**src/rtl/adder_pipe.sv**
```systemverilog
// Pipelined WIDTH-bit ripple-carry adder/subtractor, STAGES carry segments, valid/ready stream.
// Define ADDER_PIPE_OVF_EN to build the signed-overflow output; otherwise ovf is tied to 0.
module adder_pipe #(
    parameter int WIDTH  = 32,
    parameter int STAGES = 4
) (
    input  logic             clk,
    input  logic             rst,
    input  logic             in_valid,
    output logic             in_ready,
    input  logic [WIDTH-1:0] a,
    input  logic [WIDTH-1:0] b,
    input  logic             cin,
    input  logic             sub,
    output logic             out_valid,
    input  logic             out_ready,
    output logic [WIDTH-1:0] sum,
    output logic             c_out,
    output logic             ovf
);
    localparam int SEG = WIDTH / STAGES;
    localparam int SW  = SEG + 1;

    logic              stall;
    logic              adv;
    logic [WIDTH-1:0]  b_eff;
    logic [STAGES:0]   vld_pipe;

    assign stall       = out_valid && !out_ready;
    assign in_ready    = !stall;
    assign adv         = !stall;
    assign b_eff       = sub ? ~b : b;
    assign vld_pipe[0] = in_valid;

    for (genvar k = 0; k < STAGES; k++) begin : g_st
        localparam int LO  = k * SEG;
        localparam int REM = WIDTH - LO;

        logic             c_in;
        logic [WIDTH-1:0] r_in;
        logic [REM-1:0]   b_in;
        logic [SW-1:0]    seg_sum;
        logic [WIDTH-1:0] r_d;
        logic             vld_q;
        logic             cy_q;
        // Low bits carry finished sum slices, high bits the not-yet-consumed slices of a.
        logic [WIDTH-1:0] r_q;

        if (k == 0) begin : g_src
            assign c_in = sub | cin;
            assign r_in = a;
            assign b_in = b_eff;
        end else begin : g_src
            assign c_in = g_st[k-1].cy_q;
            assign r_in = g_st[k-1].r_q;
            assign b_in = g_st[k-1].g_fwd.b_q;
        end

        assign seg_sum = {1'b0, r_in[LO +: SEG]} + {1'b0, b_in[SEG-1:0]} + SW'(c_in);

        always_comb begin
            r_d            = r_in;
            r_d[LO +: SEG] = seg_sum[SEG-1:0];
        end

        // Data registers load only with a valid beat so bubbles never pull X inward.
        always_ff @(posedge clk or posedge rst) begin
            if (rst) begin
                vld_q <= 1'b0;
                cy_q  <= 1'b0;
                r_q   <= '0;
            end else if (adv) begin
                vld_q <= vld_pipe[k];
                if (vld_pipe[k]) begin
                    cy_q <= seg_sum[SEG];
                    r_q  <= r_d;
                end
            end
        end

        assign vld_pipe[k+1] = vld_q;

        if (k < STAGES - 1) begin : g_fwd
            logic [REM-SEG-1:0] b_q;
            always_ff @(posedge clk or posedge rst) begin
                if (rst)                     b_q <= '0;
                else if (adv && vld_pipe[k]) b_q <= b_in[REM-1:SEG];
            end
        end

`ifdef ADDER_PIPE_OVF_EN
        // The operand MSBs are still unconsumed at the last stage, so ovf lines up with sum.
        if (k == STAGES - 1) begin : g_ovf
            logic ovf_q;
            always_ff @(posedge clk or posedge rst) begin
                if (rst) begin
                    ovf_q <= 1'b0;
                end else if (adv && vld_pipe[k]) begin
                    ovf_q <= (r_in[WIDTH-1] == b_in[REM-1]) && (seg_sum[SEG-1] != r_in[WIDTH-1]);
                end
            end
        end
`endif
    end

    assign out_valid = vld_pipe[STAGES];
    assign sum       = g_st[STAGES-1].r_q;
    assign c_out     = g_st[STAGES-1].cy_q;
`ifdef ADDER_PIPE_OVF_EN
    assign ovf       = g_st[STAGES-1].g_ovf.ovf_q;
`else
    assign ovf       = 1'b0;
`endif

endmodule

```
**config.mk**
```make
export PLATFORM = sky130hd
export DESIGN_NAME = adder_pipe
export DESIGN_NICKNAME = d
export VERILOG_FILES = /design/src/rtl/adder_pipe.sv
export SDC_FILE = /design/constraint.sdc
export NUM_CORES = 1
export LEC_CHECK = 0
export CORE_MARGIN = 2
export CORE_UTILIZATION = 50
export DETAILED_ROUTE_END_ITERATION = 10
export PLACE_DENSITY = 0.73
export SLEW_MARGIN = 20
export SYNTH_ARGS = -nofsm -noshare
export SYNTH_HDL_FRONTEND = slang
export SYNTH_SLANG_ARGS = --single-unit
```
**constraint.sdc**
```tcl
create_clock -name clk -period 18 [get_ports clk]
set_input_delay 2.7 -clock clk [delete_from_list [all_inputs] [get_ports clk]]
set_output_delay 2.7 -clock clk [all_outputs]
set_load 0.02 [all_outputs]
```
==> After elaboration in Yosys (flattened, before gate mapping) <==
Index checks and enable logic that the tools add are counted.
{ "totals": {"reg_bits": 184, "latch_bits": 0, "mem_bits_rw": 0, "romBits": 0, "out_inout_bits": 36, "elab_cells": 37, "mem_count": 0} }
{ "op_classes": {"add_sub_neg": 8, "multipliers": 0, "n_div": 0, "order_cmp": 0, "eq_ne": 0, "n_shift": 0, "n_mux": 1, "bitwise_logic": 3, "n_reduce_logical": 10} }
{ "ops": {"columns": ["op", "n"], "rows": [
  ["$add 8x8->9", 4],
  ["$add 9x1->9", 4],
  ["$mux 32", 1],
  ["$not 32->32", 1],
  ["$reduce_and 2->1", 4],
  ["$logic_and 1x1->1", 4],
  ["$logic_not 1->1", 2],
  ["$not 1->1", 1],
  ["$or 1x1->1", 1]
]} }

==> Logic depth before layout (Yosys ltp) <==
{ "logic_depth": {"ltp_word": 4, "mapped_depth": 11} }

==> Worst setup path before layout <==
Ideal clock, no wire load.
{ "synth_timing": {"path_type": "input-to-output", "from": "input port out_ready", "to": "output port in_ready", "arrival_time_ns": 3.011, "required_ns": 15.300, "setup_slack_ns": 12.289, "path_stages": 2, "path_buffers": 1, "cell_sequence": "nand2b_4 > buf_4"} }
{ "synth_via": {"elab_chain_len": 3} }
{ "synth_lines": {"columns": ["element", "line", "text"], "rows": [
  ["start: declaration", "16", "input logic out_ready,"],
  ["$logic_not 1->1", "29", "assign stall = out_valid && !out_ready;"],
  ["$logic_and 1x1->1", "29", null],
  ["$logic_not 1->1", "30", "assign in_ready = !stall;"],
  ["end: declaration", "10", "output logic in_ready,"]
]} }
Every way passes these cells.

==> Final worst setup path <==
Same ends and word-level chain as after synthesis.

==> out/results.ini <==
[synthesis]
yosys.cell_types.count = 38
syn_inst = 639
yosys-top-cells-count = dfrtp_1 (184), mux2_2 (69), mux2_1 (58)
synth_top_area_cell = dfrtp_1
synth_most_common_cell = dfrtp_1
synth_edf_count = 0
synth_ff_type = dfrtp_1
synth_area_leaders = dfrtp_1 (55%), mux2_2 (9.4%), mux2_1 (7.9%)
ys_ff_latch = 184
synth-async-reset-ratio = 1.000
ys_warn_count = 0
synth_area_per_cell_um2 = 12.98
yosys.area.top_type_share = 0.5550
synth_area_um2 = 8297
syn_nets = 745
ys_seq_area_frac = 0.5550

[floorplan]
rows = 47
die_x_um = 132.8
coreArea_um2 = 16410
dieArea_um2 = 17640
io_pins = 106
start_util = 0.5057
dieHeight_um = 132.8

[place]
gp_congestion = 0.7942
place.port_buffers = 104
dpl_cell_area_um2 = 9458
place_hpwl_mm = 10.54

[worst_setup_path]
r2r_cells = 7
crit_type = primary input to output port
critPathMaxFanout = 13
cp-start-kind = primary input
end_kind = output port
reg2reg_from = g_st[2].cy_q$_DFFE_PP0P_
regToRegEndpoint = c_out$_DFFE_PP0P_
critPathArrivalTime_ns = 4.09
cp.required_ns = 15.30
r2r_setup_slack_ns = 15.60

[power_and_ir_drop]
seq_power_share = 0.387
p_leak_uw = 0.004435
p_switching_uw = 625.0
p_int_uw = 1202
sw_frac_of_total = 0.3420
p_comb_frac = 0.393
power_density_nw_per_um2 = 180.8
clockPowerShare = 0.221
ir_worst_vdd_mv = 0.1073
p_total_uw = 1827

[routing]
drt_iter0_drc = 145
drc = 0
antenna_left = 0
drt_wl_total_mm = 15.57
drt-pass1-iter-count = 4
via_per_inst = 5.217
vias = 5050
wl_per_cell_um = 16.08

[cts]
hold_buffers = 0
cts-root-buf = clkbuf_16
cts_tree = done
clkTransAtPathRegs_ns = 0.06
clk_path_buf_depth = 2
ctsResizeCount = 0
htreeDepth = 4
clock_latency_ns = 0.43
cts_setup_buffers = 0
cts_made_buffers = 17
cts.sinks = 184

[sta]
worstMarginPinSlew_ns = 1.061
finalClockSkew_ns = 0.009202
setup_viol = 0
slew_viol_final = 0
slew_headroom = 0.2904
rsz0062_at_grt = no
tns_ns = 0
finalHoldViolCount = 0
max_freq_ghz = 0.1473
fin_crit_ns = 6.788
finalCritPeriodShare = 0.3771

[min_path]
hold_path.class = flop to flop
min_delay_path_depth = 2
holdPathEnd = g_st[0].g_fwd.b_q[17]$_DFFE_PP0P_
worstHoldStart = g_st[0].g_fwd.b_q[17]$_DFFE_PP0P_

[global_route]
track_usage = 0.1944
grt_pass1_vias = 5476
grt_pass1_wl_mm = 26.99
antenna_found_initial = 0
grt_max_degree = 119
grt_overflow_total = 0

[job]
cap_violations = 0

[final_layout]
n_fill_cell = 1268
area_delta_synth_final_pct = 21.81
finalInstanceArea_um2 = 10110
finalNetCount = 841
drive_above_1_share = 0.1631
antenna_cells = 0

[outcome]
run_status = finished, final reports clean

[final cells by class]
type                       count  area [µm²]  share of cell area
tap                          220       275.3             0.02724
clock buffer                  19       452.9             0.04482
sequential                   184        4604              0.4556
clock inverter                13       192.7             0.01907
timing repair buffer         107        1059              0.1047
multi-input combinational    413        3470              0.3433
inverter                      12       52.55            0.005200
[critical path, cell delays in order]
cell and delay, ns:
clkdlybuf4s50_1 0.48, nand2b_4 0.26, clkdlybuf4s50_1 0.65
[logic make-up (layout without fill, tap and decap cells)]
family,count (synthesis),after routing,share of synthesized area
compound gates,113,113,0.08370
xor+xnor,52,52,0.05489
buf+inv,42,151,0.02805
flops,184,184,0.5550
other cells,1,1,0.0004520
mux,128,128,0.1736
fa+ha+maj,36,36,0.06153
simple gates,83,83,0.04283
[flip-flops by register name (all words and copies together), names as in the netlist]
name,cells
g_st.r_q,96
g_st.g_fwd.b_q,48
sum,32
g_st.cy_q,3
g_st.vld_q,3
c_out,1
out_valid,1
[power by group through the flow]
stage,clock [µW],combinational [µW],sequential (µW)
after floorplan,0,495,724
after global placement,0,696,705
after detailed placement,0,721,715
after CTS,412,728,709
after global routing,428,798,731
final,403,718,706
[worst max path at each step]
stage	endpoint	from	cells past startpoint	slack (ns)
2_1_floorplan	c_out$_DFFE_PP0P_	rst	1	10.30
3_3_place_gp	in_ready	out_ready	3	11.19
3_5_place_dp	in_ready	out_ready	3	11.20
4_1_cts	in_ready	out_ready	3	11.19
5_1_grt	in_ready	out_ready	3	11.17
6_report	in_ready	out_ready	3	11.21
[stage by stage]
| stage | std cells | setup WS, ns | hold slack (ns) | utilization |
|---|---|---|---|---|
| 6_report | 968 | 11.21 | 0.4781 | 0.6160 |
| 2_1_floorplan | 639 | 10.30 | 0.4413 | - |
| 5_1_grt | 968 | 11.17 | 0.4966 | 0.6160 |
| 4_1_cts | 968 | 11.19 | 0.4835 | 0.6158 |
| 3_3_place_gp | 936 | 11.19 | 0.4559 | 0.5765 |
| 3_5_place_dp | 936 | 11.20 | 0.4689 | 0.5765 |
[layer usage]
layer / vias to the layer above / share of wire / global-route usage
li1: 2410 / - / -
met2: 80 / 0.50 / 0.3351
met3: 20 / 0.037 / 0.05019
met4: 0 / 0.014 / 0.05376
met1: 2540 / 0.45 / 0.2438
met5: - / 0 / 0
[layout by cell type (no fill, tap or decap), types with 2 or more instances in the layout]
cell / n
buf_4: 3
clkbuf_8: 2
a211oi_1: 5
a21oi_1: 22
clkinv_4: 3
bufinv_16: 4
xnor2_1: 30
nand2b_1: 7
mux2_2: 69
nand2_2: 5
clkdlybuf4s50_1: 103
ha_1: 28
dfrtp_1: 184
o211a_1: 2
inv_8: 2
inv_6: 2
a211oi_2: 2
inv_1: 11
xor2_1: 22
o311ai_2: 2
o21ai_1: 10
a21o_1: 5
nand2_1: 54
fa_1: 8
o211ai_1: 6
o31ai_1: 3
clkinv_2: 2
nor2_1: 12
o21ai_0: 49
o31ai_2: 2
clkbuf_16: 17
mux2_1: 58
(Power assumes the default switching activity.)
